### config.mk
export PLATFORM = sky130hd
export DESIGN_NAME = mem_dump
export DESIGN_NICKNAME = d
export VERILOG_FILES = /design/src/rtl/mem_dump_pkg.sv /design/src/rtl/mem_dump_uart_tx.sv /design/src/rtl/mem_dump.sv
export SDC_FILE = /design/constraint.sdc
export NUM_CORES = 1
export LEC_CHECK = 0
export BUFFER_PORTS_ARGS = -buffer_cell sky130_fd_sc_hd__buf_2
export CORE_ASPECT_RATIO = 1.1
export CORE_MARGIN = 3
export CORE_UTILIZATION = 40
export CTS_BUF_LIST = sky130_fd_sc_hd__clkbuf_8
export CTS_CLUSTER_SIZE = 40
export DETAILED_ROUTE_END_ITERATION = 8
export PLACE_DENSITY = 0.67
export SETUP_SLACK_MARGIN = 0.02
export SKIP_LAST_GASP = 1
export SLEW_MARGIN = 20
export SYNTH_ARGS = -nofsm -noshare
export SYNTH_HDL_FRONTEND = slang
export SYNTH_HIERARCHICAL = 1
export SYNTH_SLANG_ARGS = --single-unit
export TNS_END_PERCENT = 10
### constraint.sdc
create_clock -name clk -period 3.4 [get_ports clk]
set_input_delay 1.02 -clock clk [delete_from_list [all_inputs] [get_ports clk]]
set_output_delay 1.02 -clock clk [all_outputs]
set_load 0.02 [all_outputs]
### src/rtl/mem_dump_pkg.sv
// mem_dump_pkg
//   Shared constants for the memory-dump block: address/data widths, the
//   dump FSM state encoding, and a word-alignment helper.
package mem_dump_pkg;

   localparam int ADDR_LEN = 32;
   localparam int DATA_LEN = 32;

   // Dump FSM state encoding
   localparam logic [2:0] ST_IDLE = 3'd0;
   localparam logic [2:0] ST_READ = 3'd1;
   localparam logic [2:0] ST_WAIT = 3'd2;
   localparam logic [2:0] ST_SEND = 3'd3;
   localparam logic [2:0] ST_NEXT = 3'd4;

   // Force a byte address down to its containing 32-bit word
   function automatic logic [ADDR_LEN-1:0] word_align(input logic [ADDR_LEN-1:0] addr);
      return {addr[ADDR_LEN-1:2], 2'b00};
   endfunction

endpackage

### src/rtl/mem_dump_uart_tx.sv
// uart_tx
//   8N1 UART serializer with a valid/ready byte handshake.
//   Ports:
//     clk, reset       - clock, synchronous active-high reset
//     tx_valid/tx_data - byte offered by the client
//     tx_ready         - high while idle; a byte is taken when valid & ready
//     txd              - serial line, idle high
//   The 10-bit shifter holds {stop, data[7:0], start}. Its bit 0 drives txd
//   directly, and ones shift in from the top, so an idle or finished frame
//   leaves the shifter all ones and the line high without extra logic.
module uart_tx
#(
   parameter int BAUD_DIV = 868
)
(
   input  logic       clk,
   input  logic       reset,
   input  logic       tx_valid,
   input  logic [7:0] tx_data,
   output logic       tx_ready,
   output logic       txd
);

   localparam int               BAUD_W    = $clog2(BAUD_DIV);
   localparam logic [BAUD_W-1:0] BAUD_LAST = BAUD_W'(BAUD_DIV - 1);

   logic              active_q, active_d;
   logic [9:0]        shift_q,  shift_d;
   logic [BAUD_W-1:0] baud_q,   baud_d;
   logic [3:0]        bit_q,    bit_d;

   // Next-state logic for the baud counter, bit counter and frame shifter
   always_comb begin
      active_d = active_q;
      shift_d  = shift_q;
      baud_d   = baud_q;
      bit_d    = bit_q;
      if (!active_q) begin
         if (tx_valid) begin
            active_d = 1'b1;
            shift_d  = {1'b1, tx_data, 1'b0};
            baud_d   = '0;
            bit_d    = 4'd0;
         end else begin
            shift_d  = 10'h3FF;
         end
      end else begin
         if (baud_q == BAUD_LAST) begin
            baud_d  = '0;
            shift_d = {1'b1, shift_q[9:1]};
            if (bit_q == 4'd9) begin
               // Stop bit has been held its full period; free for the next byte
               active_d = 1'b0;
               bit_d    = 4'd0;
            end else begin
               bit_d    = bit_q + 4'd1;
            end
         end else begin
            baud_d = baud_q + BAUD_W'(1);
         end
      end
   end

   // State registers with synchronous reset
   always_ff @(posedge clk) begin
      if (reset) begin
         active_q <= 1'b0;
         shift_q  <= 10'h3FF;
         baud_q   <= '0;
         bit_q    <= 4'd0;
      end else begin
         active_q <= active_d;
         shift_q  <= shift_d;
         baud_q   <= baud_d;
         bit_q    <= bit_d;
      end
   end

   assign tx_ready = ~active_q;
   assign txd      = shift_q[0];

endmodule

### src/rtl/mem_dump.sv
// mem_dump
//   Reads word_count 32-bit words from data memory starting at base_addr
//   (word aligned) and streams each word out of a UART, LSB byte first.
//   Ports:
//     clk, reset             - clock, synchronous active-high reset
//     start                  - one-cycle dump request (ignored while busy)
//     base_addr, word_count  - dump region
//     dmem_addr, dmem_re     - memory read port; dmem_data valid 1 cycle later
//     txd                    - UART line, idle high
//     busy, done             - dump in progress / one-cycle completion pulse
module mem_dump
   import mem_dump_pkg::*;
#(
   parameter int BAUD_DIV   = 868,
   parameter int WORD_CNT_W = 16
)
(
   input  logic                  clk,
   input  logic                  reset,
   input  logic                  start,
   input  logic [ADDR_LEN-1:0]   base_addr,
   input  logic [WORD_CNT_W-1:0] word_count,
   output logic [ADDR_LEN-1:0]   dmem_addr,
   output logic                  dmem_re,
   input  logic [DATA_LEN-1:0]   dmem_data,
   output logic                  txd,
   output logic                  busy,
   output logic                  done
);

   logic [2:0]            state_q, state_d;
   logic [ADDR_LEN-1:0]   addr_q,  addr_d;
   logic [WORD_CNT_W-1:0] cnt_q,   cnt_d;
   logic [DATA_LEN-1:0]   word_q,  word_d;
   logic [1:0]            byte_q,  byte_d;
   logic                  re_q,    re_d;
   logic                  busy_q,  busy_d;
   logic                  done_q,  done_d;

   logic tx_valid;
   logic tx_ready;

   // Dump FSM: address/count bookkeeping, word capture and byte sequencing
   always_comb begin
      state_d = state_q;
      addr_d  = addr_q;
      cnt_d   = cnt_q;
      word_d  = word_q;
      byte_d  = byte_q;
      re_d    = 1'b0;
      busy_d  = busy_q;
      done_d  = 1'b0;
      case (state_q)
         ST_IDLE: begin
            if (start) begin
               cnt_d = word_count;
               if (word_count == '0) begin
                  done_d  = 1'b1;
                  state_d = ST_IDLE;
               end else begin
                  addr_d  = word_align(base_addr);
                  re_d    = 1'b1;
                  busy_d  = 1'b1;
                  state_d = ST_READ;
               end
            end else begin
               state_d = ST_IDLE;
            end
         end
         ST_READ: begin
            state_d = ST_WAIT;
         end
         ST_WAIT: begin
            word_d  = dmem_data;
            byte_d  = 2'd0;
            state_d = ST_SEND;
         end
         ST_SEND: begin
            // The previous word's last frame may still be on the line; the
            // first byte simply waits for ready like the others.
            if (tx_ready) begin
               word_d = {8'h00, word_q[DATA_LEN-1:8]};
               byte_d = byte_q + 2'd1;
               if (byte_q == 2'd3) begin
                  state_d = ST_NEXT;
               end else begin
                  state_d = ST_SEND;
               end
            end else begin
               state_d = ST_SEND;
            end
         end
         ST_NEXT: begin
            if (cnt_q != WORD_CNT_W'(1)) begin
               // Fetch the next word while the last byte is still shifting out
               cnt_d   = cnt_q - WORD_CNT_W'(1);
               addr_d  = addr_q + 32'd4;
               re_d    = 1'b1;
               state_d = ST_READ;
            end else if (tx_ready) begin
               // Final word: hold here until its last stop bit is finished
               cnt_d   = '0;
               busy_d  = 1'b0;
               done_d  = 1'b1;
               state_d = ST_IDLE;
            end else begin
               state_d = ST_NEXT;
            end
         end
         default: begin
            busy_d  = 1'b0;
            state_d = ST_IDLE;
         end
      endcase
   end

   // FSM and datapath registers with synchronous reset
   always_ff @(posedge clk) begin
      if (reset) begin
         state_q <= ST_IDLE;
         addr_q  <= '0;
         cnt_q   <= '0;
         word_q  <= '0;
         byte_q  <= 2'd0;
         re_q    <= 1'b0;
         busy_q  <= 1'b0;
         done_q  <= 1'b0;
      end else begin
         state_q <= state_d;
         addr_q  <= addr_d;
         cnt_q   <= cnt_d;
         word_q  <= word_d;
         byte_q  <= byte_d;
         re_q    <= re_d;
         busy_q  <= busy_d;
         done_q  <= done_d;
      end
   end

   assign tx_valid  = (state_q == ST_SEND);
   assign dmem_addr = addr_q;
   assign dmem_re   = re_q;
   assign busy      = busy_q;
   assign done      = done_q;

   uart_tx #(
      .BAUD_DIV (BAUD_DIV)
   ) u_uart_tx (
      .clk      (clk),
      .reset    (reset),
      .tx_valid (tx_valid),
      .tx_data  (word_q[7:0]),
      .tx_ready (tx_ready),
      .txd      (txd)
   );

endmodule
==> impl_metrics.csv, run 1 <==
group,metric,value,unit
route,via_count,6000,
yosys,synth_seq_cells,110,
yosys,ys_async_sr_fraction,0,%
global_routing,gr-total-overflow,0,
yosys,ys_types,71,
min_path,min_path_type,"register to register",
cts,post_cts.repair.setup_buffers,0,
power_and_ir_drop,p_per_area,414,nW/um2
placement,port_buffers,114,
layout,final_common_cell,"buf_2",
yosys,syn_inst,760,
placement,place.detailed.hpwl,11.0,mm
die,dieArea,16300,um2
sta,rsz0062_at_grt,"false",
sta,fin_crit,2.82,ns
sta,finalSetupTns,0,ns
critical_path,worstPathMaxFanout,6,
yosys,synthTopCellsByArea,"dfxtp_1 (37%), nand2_1 (6.2%), a21oi_1 (5.5%)",
critical_path,crit_family,"simple AND/OR/NAND/NOR gates",
global_routing,grt_pass1_vias,5244,
cts,cts_sinks,110,
cts,holdBufCountCts,0,
global_routing,use_met3,3.48,%
sta,fin_crit_sh,83.0,%
placement,place_ws,0.477,ns
sta,hold-worst-slack,0.464,ns
critical_path,endpoint_kind,"register",
route,first_pass_iters,5,
placement,gp_congestion,0.878,
job,drv_cap,0,
sta,fmax,354,MHz
cts,cts.clk_slew.worst_paths,0.11,ns
critical_path,critical_path_required,3.68,ns
critical_path,worstPathArrival,3.11,ns
cts,htree_num_levels,3,
global_routing,busiest_layer,"met2",
route,drt_drc_violations_left,0,
run_status,outcome,"finished clean",
die,ios,119,
sta,slew_violations,0,
yosys,netlist.top_cell.by_area,"dfxtp_1",
die,core-area,14400,um2
critical_path,criticalPathCategory,"register to register",
yosys,avgSynthCellArea,7.79,um2
global_routing,grt_use_met2,29.7,%
sta,relSlewSlack,31.5,%
critical_path,path_buf_inv,2,
route,via_per_inst,5.74,
route,finalWirelength,16.0,mm
cts,cts-resized-gates,0,
yosys,synthFlopType,"dfxtp_1",
global_routing,grt_max_degree,49,
route,drt_iter0_markers,356,
cts,clk_latency,0.39,ns
yosys,synth-seq-area-share,37.2,%
critical_path,start_kind,"register",
layout,multi_input_area,3430,um2
global_routing,grtUsageMet1,27.3,%
global_routing,grt_pass1_wl,26.0,mm
layout,n_fill_cell,1477,
yosys,synth_top_area_share,37.2,%
global_routing,grtUsageTotal,19.2,%
yosys,ys_warn_count,6,
cts,cts_tree,"yes",
placement,place_area,6640,um2
die,rows,46,
yosys,synth_edf_count,0,
route,ant_nets,0,
sta,skew,0.0146,ns
layout,antenna_cells,0,
sta,setup_violations,0,
layout,fin_nets,938,
sta,hold_viol_final,0,
critical_path,slowest_delay,0.67,ns
layout,syn2layout_area_growth,15.8,%
global_routing,antenna_found_initial,0,
route,routedWlPerCell,15.3,um
cts,cts-root-buf,"clkbuf_8",
power_and_ir_drop,vdd_ir_drop_max,220,uV
layout,drive_above_1_share,19.3,%
cts,cts_inserted_buffers,9,
layout,seq_area,2200,um2
critical_path,crit_top_cell,"inv_1",
die,die_h,134,um
layout,finish.instance_area,6850,um2
layout,layout_common_cells,"buf_2 (113), dfxtp_1 (110), nand2_1 (98)",
critical_path,path_cells,"inv_1, ha_1, or4b_1, nor4_1, o2bb2ai_1, nand2b_1, inv_1, a221o_1",
critical_path,crit_slowest_cell,"nor4_1",
die,die_x,122,um
die,initial_core_util,41.0,%
yosys,synth_area,5920,um2
sta,worst-slew-pin-transition,1.02,ns
sta,fin_ws,0.577,ns
power_and_ir_drop,leakage,2.62,nW
cts,cts_buffer_depth,2,
## final timing paths
| check | slack, ns | cells past startpoint | end | startpoint |
|---|---|---|---|---|
| hold reg to reg | 0.46 | 2 | byte_q[1]$_SDFFE_PP0P_ | byte_q[1]$_SDFFE_PP0P_ |
| setup / recovery | 0.58 | 8 | dmem_addr[31]$_SDFFE_PP0P_ | cnt_q[1]$_SDFFE_PP0P_ |
| setup reg to reg | 0.58 | 8 | dmem_addr[31]$_SDFFE_PP0P_ | cnt_q[1]$_SDFFE_PP0P_ |
| hold / removal | 0.46 | 2 | byte_q[1]$_SDFFE_PP0P_ | byte_q[1]$_SDFFE_PP0P_ |
## through the flow
stage                     total power [mW]  cells  util, %
final                                 2.84   1045     47.4
after global routing                  2.98   1045     47.4
after CTS                             2.86   1045     47.4
after detailed placement              2.03   1029     46.0
after global placement                2.02   1029     46.0
after floorplan                       1.85    761        -
## metal layers
metal / part of all wire (%) / wire length [um]
met4: 1.3 / 209
met5: 0 / 0
met3: 4.9 / 792
met1: 48 / 7680
met2: 46 / 7350
## flip-flops by register name (all words and copies together) (netlist names)
signal and cells:
done 1, u_uart_tx/baud_q 10, word_q 32, busy 1
state_q 3, byte_q 2, cnt_q 16, u_uart_tx/shift_q 9
u_uart_tx/active_q 1, u_uart_tx/bit_q 4, dmem_addr 30, dmem_re 1
## kinds of logic after synthesis
group / after synthesis / share of synthesized area (%)
AO/OA/AOI/OAI: 237 / 27.6
XOR/XNOR: 2 / 0.296
other: 1 / 0.0634
flip-flops: 110 / 37.2
multiplexers: 1 / 0.190
AND/OR/NAND/NOR: 328 / 27.9
buffers and inverters: 74 / 5.22
adder cells (fa/ha/maj): 7 / 1.48
## cells in the mapped netlist (all sizes together) (4+ instances only)
library cell  number
a22oi             11
nand2             98
a31oi              7
nor3              22
a311oi            27
a211o              7
a32oi              4
and2               7
o31ai              7
buf               17
nand3             17
clkbuf            38
nor2              75
nand2b            24
a211oi             8
nand4             20
o32ai             17
o21ai             39
or4                5
a21oi             65
and3               7
o22ai              7
o31a               6
dfxtp            110
a21o              10
nor4              26
inv               18
ha                 7
nor2b              4
nor4b              6
## cell type report
type                       count  share of cell area [%]
multi-input combinational    577                    50.0
sequential                   110                    32.1
timing repair buffer         131                    10.2
tap                          192                    3.51
clock buffer                   9                    1.81
clock inverter                 7                    1.24
inverter                      19                    1.04
## where the power goes
part / internal [mW] / switching, mW / leakage [nW]
logic: 0.211 / 0.324 / 1.61
clock network: 0.351 / 0.485 / 0.108
registers: 1.38 / 0.0877 / 0.900
total: 1.94 / 0.896 / 2.62
## worst register-to-register path, delay by kind of cell (launching register included)
kind | cells | cell delay (ns)
buf+inv | 2 | 0.20
simple gates | 3 | 1.46
compound gates | 2 | 0.56
fa+ha+maj | 1 | 0.16
flops | 1 | 0.35
No activity file was read; power rests on OpenSTA's default activity.
==> run 2: changes to the inputs <==
--- a/config.mk
+++ b/config.mk
@@ -12,7 +12,7 @@
 export CTS_BUF_LIST = sky130_fd_sc_hd__clkbuf_8
 export CTS_CLUSTER_SIZE = 40
 export DETAILED_ROUTE_END_ITERATION = 8
-export PLACE_DENSITY = 0.67
+export PLACE_DENSITY = 0.7
 export SETUP_SLACK_MARGIN = 0.02
 export SKIP_LAST_GASP = 1
 export SLEW_MARGIN = 20
==> constraint.sdc (replaced) <==
create_clock -name clk -period 2.5 [get_ports clk]
set_input_delay 0.75 -clock clk [delete_from_list [all_inputs] [get_ports clk]]
set_output_delay 0.75 -clock clk [all_outputs]
set_load 0.02 [all_outputs]
==> impl_metrics.csv, run 2 (synthesis results as in run 1) <==
group,metric,value,unit
layout,antenna_cells,0,
power_and_ir_drop,leakage,2.79,nW
critical_path,r2r_slack,0.09,ns
global_routing,antenna_found_initial,0,
power_and_ir_drop,p_clk_share,27.9,%
critical_path,rr_startpoint,"cnt_q[1]$_SDFFE_PP0P_",
power_and_ir_drop,p_sw_share,31.0,%
global_routing,grtUsageTotal,19.6,%
global_routing,gr-total-overflow,0,
global_routing,grt_max_degree,68,
layout,utilization,49.5,%
die,rows,46,
global_routing,grt_pass1_vias,5484,
sta,relSlewSlack,28.6,%
route,ant_nets,0,
sta,worst-slew-pin-transition,1.07,ns
cts,htree_num_levels,3,
critical_path,r2r_cells,9,
power_and_ir_drop,power,3.89,mW
layout,n_fill_cell,1450,
critical_path,criticalPathCategory,"register to register",
cts,cts_inserted_buffers,9,
die,die_x,122,um
critical_path,worstPathArrival,2.68,ns
sta,hold_viol_final,0,
min_path,worstHoldEndpoint,"byte_q[1]$_SDFFE_PP0P_",
sta,skew,0.0124,ns
layout,largest_register_ffs,32,
route,routedWlPerCell,15.2,um
cts,cts.clk_slew.worst_paths,0.11,ns
job,drv_cap,0,
power_and_ir_drop,pwr-share-seq,50.9,%
min_path,holdPathStages,2,
power_and_ir_drop,p_per_area,545,nW/um2
die,die_h,134,um
layout,drive_above_1_share,22.9,%
cts,clk_latency,0.38,ns
sta,fmax,415,MHz
critical_path,critical_path_required,2.77,ns
route,via_count,6085,
sta,setup_violations,0,
cts,cts_sinks,110,
cts,holdBufCountCts,0,
die,dieArea,16300,um2
route,drt_iter0_markers,452,
critical_path,start_kind,"register",
global_routing,grt_use_met2,31.4,%
layout,fin_nets,969,
layout,final_common_cell,"buf_2",
route,via_per_inst,5.66,
critical_path,endpoint_kind,"register",
cts,cts_tree,"yes",
sta,slew_violations,0,
layout,top_register,"word_q",
sta,rsz0062_at_grt,"true",
critical_path,worstPathMaxFanout,7,
power_and_ir_drop,p_int,2.69,mW
cts,cts-root-buf,"clkbuf_8",
sta,fin_crit_sh,96.5,%
route,drt_drc_violations_left,0,
sta,fin_crit,2.41,ns
power_and_ir_drop,p_switching,1.21,mW
placement,port_buffers,114,
die,ios,119,
critical_path,slowest_delay,0.52,ns
route,finalWirelength,16.3,mm
min_path,min_path_type,"register to register",
power_and_ir_drop,pwr-share-comb,21.2,%
critical_path,path_buf_inv,4,
critical_path,crit_family,"simple AND/OR/NAND/NOR gates",
die,core-area,14400,um2
critical_path,worstReg2RegEnd,"cnt_q[10]$_SDFFE_PP0P_",
layout,layout_common_cells,"buf_2 (113), dfxtp_1 (108), nand2_1 (98)",
critical_path,crit_slowest_cell,"or4_4",
placement,place.detailed.hpwl,11.3,mm
global_routing,busiest_layer,"met2",
route,first_pass_iters,5,
global_routing,use_met3,3.06,%
global_routing,grt_pass1_wl,26.7,mm
min_path,hold_path_startpoint,"byte_q[1]$_SDFFE_PP0P_",
global_routing,grtUsageMet1,27.2,%
run_status,outcome,"finished clean",
placement,gp_congestion,0.909,
critical_path,path_cells,"inv_2, ha_4, or4b_4, or4_4, o31ai_4, buf_12, buf_8, buf_4, o32ai_1",
layout,syn2layout_area_growth,20.7,%
power_and_ir_drop,vdd_ir_drop_max,272,uV
die,initial_core_util,41.0,%
cts,cts_buffer_depth,2,
-- run 2: what timing repair did --
item | in CTS | in global routing
pin swaps | 0 | 5
endpoints found under the setup margin | 2 | 24
setup buffers | 0 | 7
resized for setup | 1 | 10
-- run 2: per-stage QoR --
step	TNS, ns	cells	hold WS (ns)	instance area [um2]	worst slack (ns)
floorplan	0	761	0.435	5920	0.0230
global placement	0	1053	0.444	6870	0.0488
detailed placement	0	1053	0.451	6870	0.0206
CTS	0	1068	0.466	7060	0.0497
global route	-0.00498	1075	0.489	7150	-0.00314
finish	0	1075	0.462	7150	0.0885
-- run 2: area by class of cell --
| type | count | area, um2 | share of cell area [%] |
|---|---|---|---|
| clock buffers | 9 | 124 | 1.73 |
| clock inverters | 6 | 61.3 | 0.858 |
| inverters | 19 | 71.3 | 0.998 |
| multi-input cells | 577 | 3450 | 48.3 |
| flip-flops and latches | 110 | 2200 | 30.9 |
| well taps | 192 | 240 | 3.36 |
| repair buffers | 162 | 995 | 13.9 |
-- run 2: layer usage --
| metal | wire (um) | vias to the layer above |
|---|---|---|
| met5 | 0 | - |
| li1 | - | 3086 |
| met2 | 7560 | 203 |
| met3 | 959 | 20 |
| met4 | 226 | 0 |
| met1 | 7570 | 2776 |
-- run 2: power groups by stage --
| stage | Sequential (mW) | Clock [mW] | Combinational, mW |
|---|---|---|---|
| floorplan | 2.05 | 0 | 0.467 |
| global placement | 2.02 | 0 | 0.786 |
| detailed placement | 2.02 | 0 | 0.794 |
| CTS | 1.98 | 1.12 | 0.797 |
| global route | 2.00 | 1.18 | 0.920 |
| finish | 1.98 | 1.08 | 0.826 |
-- run 2: worst min-delay path: cells and delay by family (launching register included) --
family	cells	cell delay [ns]
and+or+nand+nor	1	0.05
DFF	1	0.33
AOI/OAI and AO/OA	1	0.05
-- run 2: worst max path at each step --
stage,from,end,cells past startpoint
after floorplan,cnt_q[0]$_SDFFE_PP0P_,cnt_q[10]$_SDFFE_PP0P_,9
after global placement,cnt_q[1]$_SDFFE_PP0P_,cnt_q[0]$_SDFFE_PP0P_,8
after detailed placement,cnt_q[1]$_SDFFE_PP0P_,cnt_q[15]$_SDFFE_PP0P_,8
after CTS,cnt_q[1]$_SDFFE_PP0P_,cnt_q[0]$_SDFFE_PP0P_,8
after global routing,cnt_q[1]$_SDFFE_PP0P_,cnt_q[5]$_SDFFE_PP0P_,9
final,cnt_q[1]$_SDFFE_PP0P_,cnt_q[10]$_SDFFE_PP0P_,9
==> run 3: changes to the inputs <==
--- a/config.mk
+++ b/config.mk
@@ -9,10 +9,10 @@
 export CORE_ASPECT_RATIO = 1.1
 export CORE_MARGIN = 3
 export CORE_UTILIZATION = 40
-export CTS_BUF_LIST = sky130_fd_sc_hd__clkbuf_8
+export CTS_BUF_LIST = sky130_fd_sc_hd__clkbuf_4 sky130_fd_sc_hd__clkbuf_8
 export CTS_CLUSTER_SIZE = 40
 export DETAILED_ROUTE_END_ITERATION = 8
-export PLACE_DENSITY = 0.7
+export PLACE_DENSITY = 0.67
 export SETUP_SLACK_MARGIN = 0.02
 export SKIP_LAST_GASP = 1
 export SLEW_MARGIN = 20
==> constraint.sdc (replaced) <==
create_clock -name clk -period 2.44 [get_ports clk]
set_input_delay 0.732 -clock clk [delete_from_list [all_inputs] [get_ports clk]]
set_output_delay 0.732 -clock clk [all_outputs]
set_load 0.02 [all_outputs]
==> impl_metrics.csv, run 3 (synthesis results as in run 1) <==
group,metric,value,unit
run_status,outcome,"finished clean",
sta,hold_viol_final,0,
die,dieArea,16300,um2
sta,hold-worst-slack,0.465,ns
sta,fin_crit_sh,95.5,%
power_and_ir_drop,leakage,2.77,nW
layout,final_common_cell,"buf_2",
route,via_per_inst,5.71,
sta,rsz0062_at_grt,"true",
critical_path,endpoint_kind,"register",
route,finalWirelength,16.3,mm
sta,fin_crit,2.33,ns
die,die_x,122,um
critical_path,worstPathArrival,2.64,ns
critical_path,criticalPathCategory,"register to register",
cts,cts_sinks,110,
min_path,min_path_type,"register to register",
placement,gp_congestion,0.937,
global_routing,gr-total-overflow,0,
layout,drive_above_1_share,22.8,%
route,drt_drc_violations_left,0,
layout,layout_common_cells,"buf_2 (113), dfxtp_1 (108), nand2_1 (98)",
critical_path,critical_path_required,2.75,ns
cts,holdBufCountCts,0,
die,ios,119,
power_and_ir_drop,p_per_area,553,nW/um2
global_routing,grtUsageTotal,19.8,%
global_routing,grt_pass1_wl,26.9,mm
placement,place.detailed.hpwl,11.4,mm
cts,cts_buffer_depth,2,
layout,antenna_cells,0,
sta,slew_violations,0,
power_and_ir_drop,vdd_ir_drop_max,344,uV
cts,cts-root-buf,"clkbuf_8",
route,routed.top_layer,"met4",
die,initial_core_util,41.0,%
die,die_h,134,um
layout,top_register,"word_q",
sta,finalSetupTns,0,ns
route,routedWlPerCell,15.2,um
route,wl_met3,938,um
die,core-area,14400,um2
route,ant_nets,0,
cts,cts_tree,"yes",
sta,worst-slew-pin-transition,0.774,ns
sta,setup_violations,0,
route,via_count,6125,
critical_path,worstPathMaxFanout,8,
route,first_pass_iters,5,
layout,syn2layout_area_growth,20.5,%
sta,fmax,429,MHz
sta,relSlewSlack,48.0,%
global_routing,grt_max_degree,49,
layout,utilization,49.4,%
cts,htree_num_levels,3,
global_routing,grt_pass1_vias,5592,
layout,fin_nets,966,
route,drt_iter0_markers,392,
critical_path,start_kind,"register",
cts,clk_latency,0.39,ns
route,met1Wirelength,7.52,mm
layout,largest_register_ffs,32,
cts,cts_inserted_buffers,9,
global_routing,antenna_found_initial,0,
placement,port_buffers,114,
cts,cts.clk_slew.worst_paths,0.11,ns
sta,skew,0.0124,ns
job,drv_cap,0,
die,rows,46,
route,wl_met2,7.59,mm
-- run 3: path summary, 6_finish.rpt --
path	startpoint	end	slack (ns)	cells after the start
worst max-delay path	cnt_q[1]$_SDFFE_PP0P_	cnt_q[12]$_SDFFE_PP0P_	0.11	9
worst min-delay path	byte_q[1]$_SDFFE_PP0P_	byte_q[1]$_SDFFE_PP0P_	0.47	2
worst max register to register	cnt_q[1]$_SDFFE_PP0P_	cnt_q[12]$_SDFFE_PP0P_	0.11	9
worst min register to register	byte_q[1]$_SDFFE_PP0P_	byte_q[1]$_SDFFE_PP0P_	0.47	2
-- run 3: final cells by class --
cell class | count | area, um2
Timing Repair Buffer | 159 | 978
Tap cell | 192 | 240
Inverter | 19 | 71.3
Clock buffer | 11 | 145
Fill cell | 1459 | 7310
Clock inverter | 5 | 43.8
Multi-Input combinational cell | 577 | 3450
Sequential cell | 110 | 2200
-- run 3: per-layer routing --
metal,vias to the layer above,global-route usage [%]
li1,3084,-
met1,2853,27.2
met2,166,31.8
met3,22,3.69
met4,0,5.60
met5,-,0
-- run 3: worst max-delay path, stage by stage, from the launching register on --
cell     delay [ns]
dfxtp_2        0.35
inv_2          0.06
ha_1           0.13
or4b_4         0.48
or4_4          0.45
o31ai_4        0.27
buf_4          0.17
buf_12         0.11
o21ai_0        0.08
a21oi_1        0.16
-- run 3: power by group --
group          switching [mW]  total [mW]  internal, mW  leakage [nW]
Sequential              0.114        2.03          1.92         0.901
Combinational           0.479       0.832         0.353          1.78
Clock                   0.655        1.08         0.422        0.0911
-- run 3: timing repair --
action / 4_1_cts / 5_1_grt
setup buffers: 0 / 2
resized for setup: 0 / 4
endpoints found under the setup margin: 0 / 30
-- run 3: through the flow --
| step | area, um2 | worst slack (ns) | cells | power (mW) |
|---|---|---|---|---|
| floorplan | 5930 | 0.0271 | 761 | 2.58 |
| global placement | 6880 | 0.0828 | 1054 | 2.87 |
| detailed placement | 6880 | 0.0731 | 1054 | 2.88 |
| CTS | 7070 | 0.0496 | 1070 | 3.96 |
| global route | 7130 | 0.00346 | 1073 | 4.18 |
| finish | 7130 | 0.111 | 1073 | 3.94 |
